==> config.mk <==
export PLATFORM = sky130hd
export DESIGN_NAME = bus_mux_reg
export DESIGN_NICKNAME = d
export VERILOG_FILES = /design/src/rtl/bus_mux_reg.sv
export SDC_FILE = /design/constraint.sdc
export NUM_CORES = 1
export LEC_CHECK = 0
export ABC_AREA = 1
export CAP_MARGIN = 5
export CORE_MARGIN = 2
export CORE_UTILIZATION = 38
export CTS_CLUSTER_SIZE = 24
export DETAILED_ROUTE_END_ITERATION = 6
export HOLD_SLACK_MARGIN = 0.12
export PLACE_DENSITY = 0.78
export SLEW_MARGIN = 20
export SYNTH_ARGS = -nofsm -noshare
export SYNTH_HDL_FRONTEND = slang
export SYNTH_SLANG_ARGS = --single-unit
export TNS_END_PERCENT = 1
==> constraint.sdc <==
create_clock -name clock -period 5.8 [get_ports clock]
set_clock_uncertainty 0.1 [all_clocks]
set_input_delay 1.16 -clock clock [delete_from_list [all_inputs] [get_ports clock]]
set_output_delay 1.16 -clock clock [all_outputs]
set_load 0.05 [all_outputs]
==> src/rtl/bus_mux_reg.sv <==
// ---------------------------------------------------------------------------
// bus_mux_reg
//
// Registered processor bus multiplexer. One source is selected onto the
// shared bus each cycle: the G register, the external DIN port, or one of
// NREG general registers. The selected value is captured in an output
// register. The register keeps its last value when no source is enabled.
// Cycles where more than one source tries to drive the bus are flagged in a
// sticky status bit and counted in a saturating counter.
//
// Parameters
//   WIDTH   bus / register data width
//   NREG    number of general registers R0..R(NREG-1), 1..16
//   CNT_W   conflict counter width
//
// Ports
//   clock         in   system clock, rising edge
//   reset         in   synchronous active-high reset
//   g_in          in   G register value
//   DIN           in   external data input
//   r_in          in   flattened register file, R[i] = r_in[i*WIDTH +: WIDTH]
//   r_out         in   one-hot register drive enables
//   g_out         in   drive G onto the bus (highest priority)
//   DIN_out       in   drive DIN onto the bus (second priority)
//   hold          in   freeze bus/bus_valid, ignore enables
//   clr_err       in   clear conflict flag and counter
//   bus           out  registered bus value
//   bus_valid     out  bus was loaded from an enabled source last cycle
//   conflict      out  sticky multi-driver flag
//   conflict_cnt  out  saturating count of conflict cycles
// ---------------------------------------------------------------------------
module bus_mux_reg #(
    parameter int WIDTH = 9,
    parameter int NREG  = 8,
    parameter int CNT_W = 8
) (
    input  logic                  clock,
    input  logic                  reset,
    input  logic [WIDTH-1:0]      g_in,
    input  logic [WIDTH-1:0]      DIN,
    input  logic [NREG*WIDTH-1:0] r_in,
    input  logic [NREG-1:0]       r_out,
    input  logic                  g_out,
    input  logic                  DIN_out,
    input  logic                  hold,
    input  logic                  clr_err,
    output logic [WIDTH-1:0]      bus,
    output logic                  bus_valid,
    output logic                  conflict,
    output logic [CNT_W-1:0]      conflict_cnt
);

    // Enough bits to count every enable (NREG registers + G + DIN).
    localparam int POP_W = $clog2(NREG + 3);

    logic [WIDTH-1:0] r_bus;
    logic             r_bus_valid;
    logic             r_conflict;
    logic [CNT_W-1:0] r_conflict_cnt;

    logic [WIDTH-1:0] w_reg_data;
    logic             w_reg_any;
    logic [WIDTH-1:0] w_winner;
    logic             w_any_en;
    logic [POP_W-1:0] w_pop;
    logic             w_multi;
    logic             w_cnt_max;

    // Lowest-indexed active register wins: scan from the top down so the
    // last assignment made is the lowest set bit.
    always_comb begin
        w_reg_data = '0;
        w_reg_any  = 1'b0;
        for (int i = NREG - 1; i >= 0; i--) begin
            if (r_out[i]) begin
                w_reg_data = r_in[i*WIDTH +: WIDTH];
                w_reg_any  = 1'b1;
            end
        end
    end

    // Fixed priority G > DIN > registers. The winner is driven even when
    // several enables are active.
    always_comb begin
        w_winner = w_reg_data;
        if (g_out) begin
            w_winner = g_in;
        end else if (DIN_out) begin
            w_winner = DIN;
        end
    end

    assign w_any_en = g_out | DIN_out | w_reg_any;

    // Population count of all enables; two or more is a conflict.
    always_comb begin
        w_pop = POP_W'(g_out) + POP_W'(DIN_out);
        for (int i = 0; i < NREG; i++) begin
            w_pop = w_pop + POP_W'(r_out[i]);
        end
    end

    assign w_multi   = (w_pop >= POP_W'(2));
    assign w_cnt_max = &r_conflict_cnt;

    // Bus register with keeper behaviour.
    always_ff @(posedge clock) begin
        if (reset) begin
            r_bus       <= '0;
            r_bus_valid <= 1'b0;
        end else if (!hold) begin
            if (w_any_en) begin
                r_bus       <= w_winner;
                r_bus_valid <= 1'b1;
            end else begin
                r_bus_valid <= 1'b0;
            end
        end
    end

    // Conflict status. clr_err wins over a conflict in the same cycle,
    // and hold suppresses detection entirely.
    always_ff @(posedge clock) begin
        if (reset) begin
            r_conflict     <= 1'b0;
            r_conflict_cnt <= '0;
        end else if (clr_err) begin
            r_conflict     <= 1'b0;
            r_conflict_cnt <= '0;
        end else if (!hold && w_multi) begin
            r_conflict <= 1'b1;
            if (!w_cnt_max) begin
                r_conflict_cnt <= r_conflict_cnt + CNT_W'(1);
            end
        end
    end

    assign bus          = r_bus;
    assign bus_valid    = r_bus_valid;
    assign conflict     = r_conflict;
    assign conflict_cnt = r_conflict_cnt;

endmodule

==> summary.md <==
- 31 — number of different library cells in the post-synthesis netlist
- 0.08 ns — clock-pin slew reported for the worst setup and hold paths after clock tree synthesis
- 0.8736 — final weighted congestion of routability-driven global placement
- 0.005075 mm^2 — floorplan core area
- 141.1 uV — VDD IR max
- 0 — number of antenna violations at the first check in global routing
- 486 — fill cell instance count of the final layout
- 54.34% — Worst slew margin
- 4.996 ns — final critical path time including I/O delays and setup
- 9.091% — share of cells above drive strength 1
- 86.13% — final critical-path share of the clock period
- 0 — cells resized by post-CTS repair
- 26 — site row count
- 20.2% — clock share of power
- register to register — Tightest Hold Check Type
- 565 — number of nets in the layout
- 7.222 mm — overall routed net length
- 0 — antenna diode instance count
- 4.950 — via count normalized by instance count
- 123 — Top-Level Pins
- 5.86 ns — Crit path required time
- 0 — number of buffers inserted by post-CTS setup repair
- 0 — detailed-route DRC error count
- 0.005809 mm^2 — full die area
- 0 — aggregate global routing overflow
- 2,357 — number of global-route vias before repair
- 148.9 mW/mm^2 — power density relative to cell area
- 122 — count of input and output buffers
- 0 — count of antenna-violating nets left after detailed routing
- no — unrepaired setup endpoints after global routing
- 331 — cell count after synthesis
- 444 — total nets after synthesis
- 5.988 um^2 — average footprint of a synthesized cell
- yes — TritonCTS clock tree
- 0.6842 ns — actual transition at the worst max-transition pin
- 29.1% — sequential share of power
- register — capturing element type of the critical path
- 4.11 ns — setup slack on the worst flop-to-flop path
- 19.19% — share of synthesized area occupied by flip-flops and latches
- clkbuf_8 — root cell of the clock tree
- 0.001982 mm^2 — netlist area before placement
- 3 — total CTS buffers
- 0.001325 uW — static leakage power
- 39.05% — starting utilization of the core area
- clkdlybuf4s50_1 — most common cell after layout, fill and taps aside
- 200.2 MHz — maximum frequency from static timing analysis
- 50.8% — Combinational Power Share
- 21 — pin count of the biggest net entering global routing
- 0 — number of setup violations in the final report
- 2 — maximum count of clock buffers along a single path
- 0 ns — post-route setup TNS
- 66.22% — Area growth, synth to finish
- 183.5 uW — power spent charging and discharging nets
- 1 — maximum level of the CTS H-tree
- 2,579 — via count of the routed design
- finished, final reports clean — result of the run
- 4 — first-pass iteration count of the detailed router
- 137 — Starting DRT DRC Count
- 306.9 uW — cell internal power dissipation
- input port — crit start category
- 0.3613 ns — worst hold slack
- 0 — Final Max Slew Viols
- 19 — post-synthesis sequential element count
- 13.86 um — average wire length per cell after detail routing
- clkdlybuf4s50_1, nand2_1, nor2_1 — most used cells in the layout excluding fill and tap cells
- 76.22 um — vertical die dimension
- 5.706 mm — post-detail-place hpwl
- 0.27 ns — clock latency on the worst-skew pair
- 37.42% — switching power share of the total
- 11.67 mm — first-pass GRT wire length
- 0 — Yosys warning count
- 24.42% — GRT Overall Usage
- 0 — number of max-cap violations
- input port to register — critical path class
- 380.4 um^2 — footprint of the flip-flops and latches
- 5.06 ns — arrival time at the worst endpoint
- 76.22 um — Die Width
- 0 — hold buffer count at CTS
- 0.001431 mm^2 — Multi-input gate area
- 19 — sink count of the clock tree
- 0 — final number of hold-violating endpoints
- 11 — maximum fanout along the worst path
kinds of logic (layout without fill, tap and decap cells):
group / count (synthesis) / in the layout / synth area share, %
and+or+nand+nor: 206 / 206 / 44.76
xor gates and xnor gates: 5 / 5 / 2.209
DFF: 19 / 19 / 19.19
buffers and inverters: 34 / 154 / 8.585
AOI/OAI and AO/OA: 58 / 58 / 17.30
adders and majority gates: 9 / 9 / 7.955
critical path, stage by stage:
cell and delay [ns]:
clkdlybuf4s50_1 0.66, fa_1 0.62, inv_1 0.05, fa_1 0.45, fa_1 0.49, inv_1 0.04, ha_1 0.19, inv_1 0.08
fa_1 0.40, a21boi_0 0.15, a21oi_2 0.40, nand2_2 0.21, nand2_1 0.10, a21oi_1 0.06
area by class of cell:
class	instances	area share, %
Clock inverter	1	0.2279
Tap cell	70	2.659
Timing Repair Buffer	126	37.98
Clock buffer	3	1.253
Sequential cell	19	11.55
Multi-Input combinational cell	278	43.45
Inverter	24	2.886
Yosys cell counts:
master,n,area share [%]
nand2_2,9,2.8
clkbuf_1,1,0.19
inv_1,18,3.4
a21boi_0,1,0.38
nor2_2,5,1.6
buf_2,5,1.3
buf_12,1,1.0
buf_6,1,0.57
ha_1,3,1.9
fa_1,6,6.1
clkinv_1,3,0.57
nor3_1,9,2.3
a21oi_1,37,9.3
nor2_4,2,1.1
xnor2_1,1,0.44
o21bai_1,1,0.38
inv_6,1,0.44
o21ai_0,9,2.3
nor2_1,48,9.1
inv_2,2,0.38
buf_4,2,0.76
nand3_2,3,1.5
or2_2,1,0.32
dfxtp_1,19,19
nand2_1,107,20
a21oi_2,9,4.0
xor2_1,4,1.8
nand3_1,20,5.1
o21bai_4,1,0.95
nand4_1,1,0.32
nand3b_1,1,0.38
final timing paths:
check	startpoint	end	depth (start not counted)
setup / recovery	r_out[7]	conflict_cnt[1]	14
hold / removal	bus_valid	bus_valid	2
setup reg to reg	conflict_cnt[0]	conflict_cnt[1]	7
hold reg to reg	bus_valid	bus_valid	2
flip-flops by register name (all words and copies together) (netlist names):
register and flops:
bus 9, conflict 1, bus_valid 1, conflict_cnt 8
routing by layer:
metal / part of all wire, % / GRT usage [%]
met3: 7.2 / 4.858
met5: 0 / 0
met2: 46 / 40.88
met1: 46 / 33.24
met4: 1.2 / 3.636
power by group through the flow:
stage                     Clock [uW]  Combinational, uW  Sequential, uW
after global routing             105                272             144
after global placement             0                243             145
after detailed placement           0                247             145
after floorplan                    0                112             169
after CTS                       99.0                249             143
final                           99.0                249             142
per-stage QoR:
stage,utilization (%),std cells,worst slack (ns),instance area [um^2],power (uW)
floorplan,-,331,1.326,1982,281.3
global placement,63.95,517,0.6173,3246,388.0
detailed placement,63.95,517,0.5663,3246,392.4
CTS,64.92,521,0.8407,3294,490.4
global route,64.92,521,0.6377,3294,520.2
finish,64.92,521,0.8043,3294,490.4
Power figures use the tool's default switching activity.
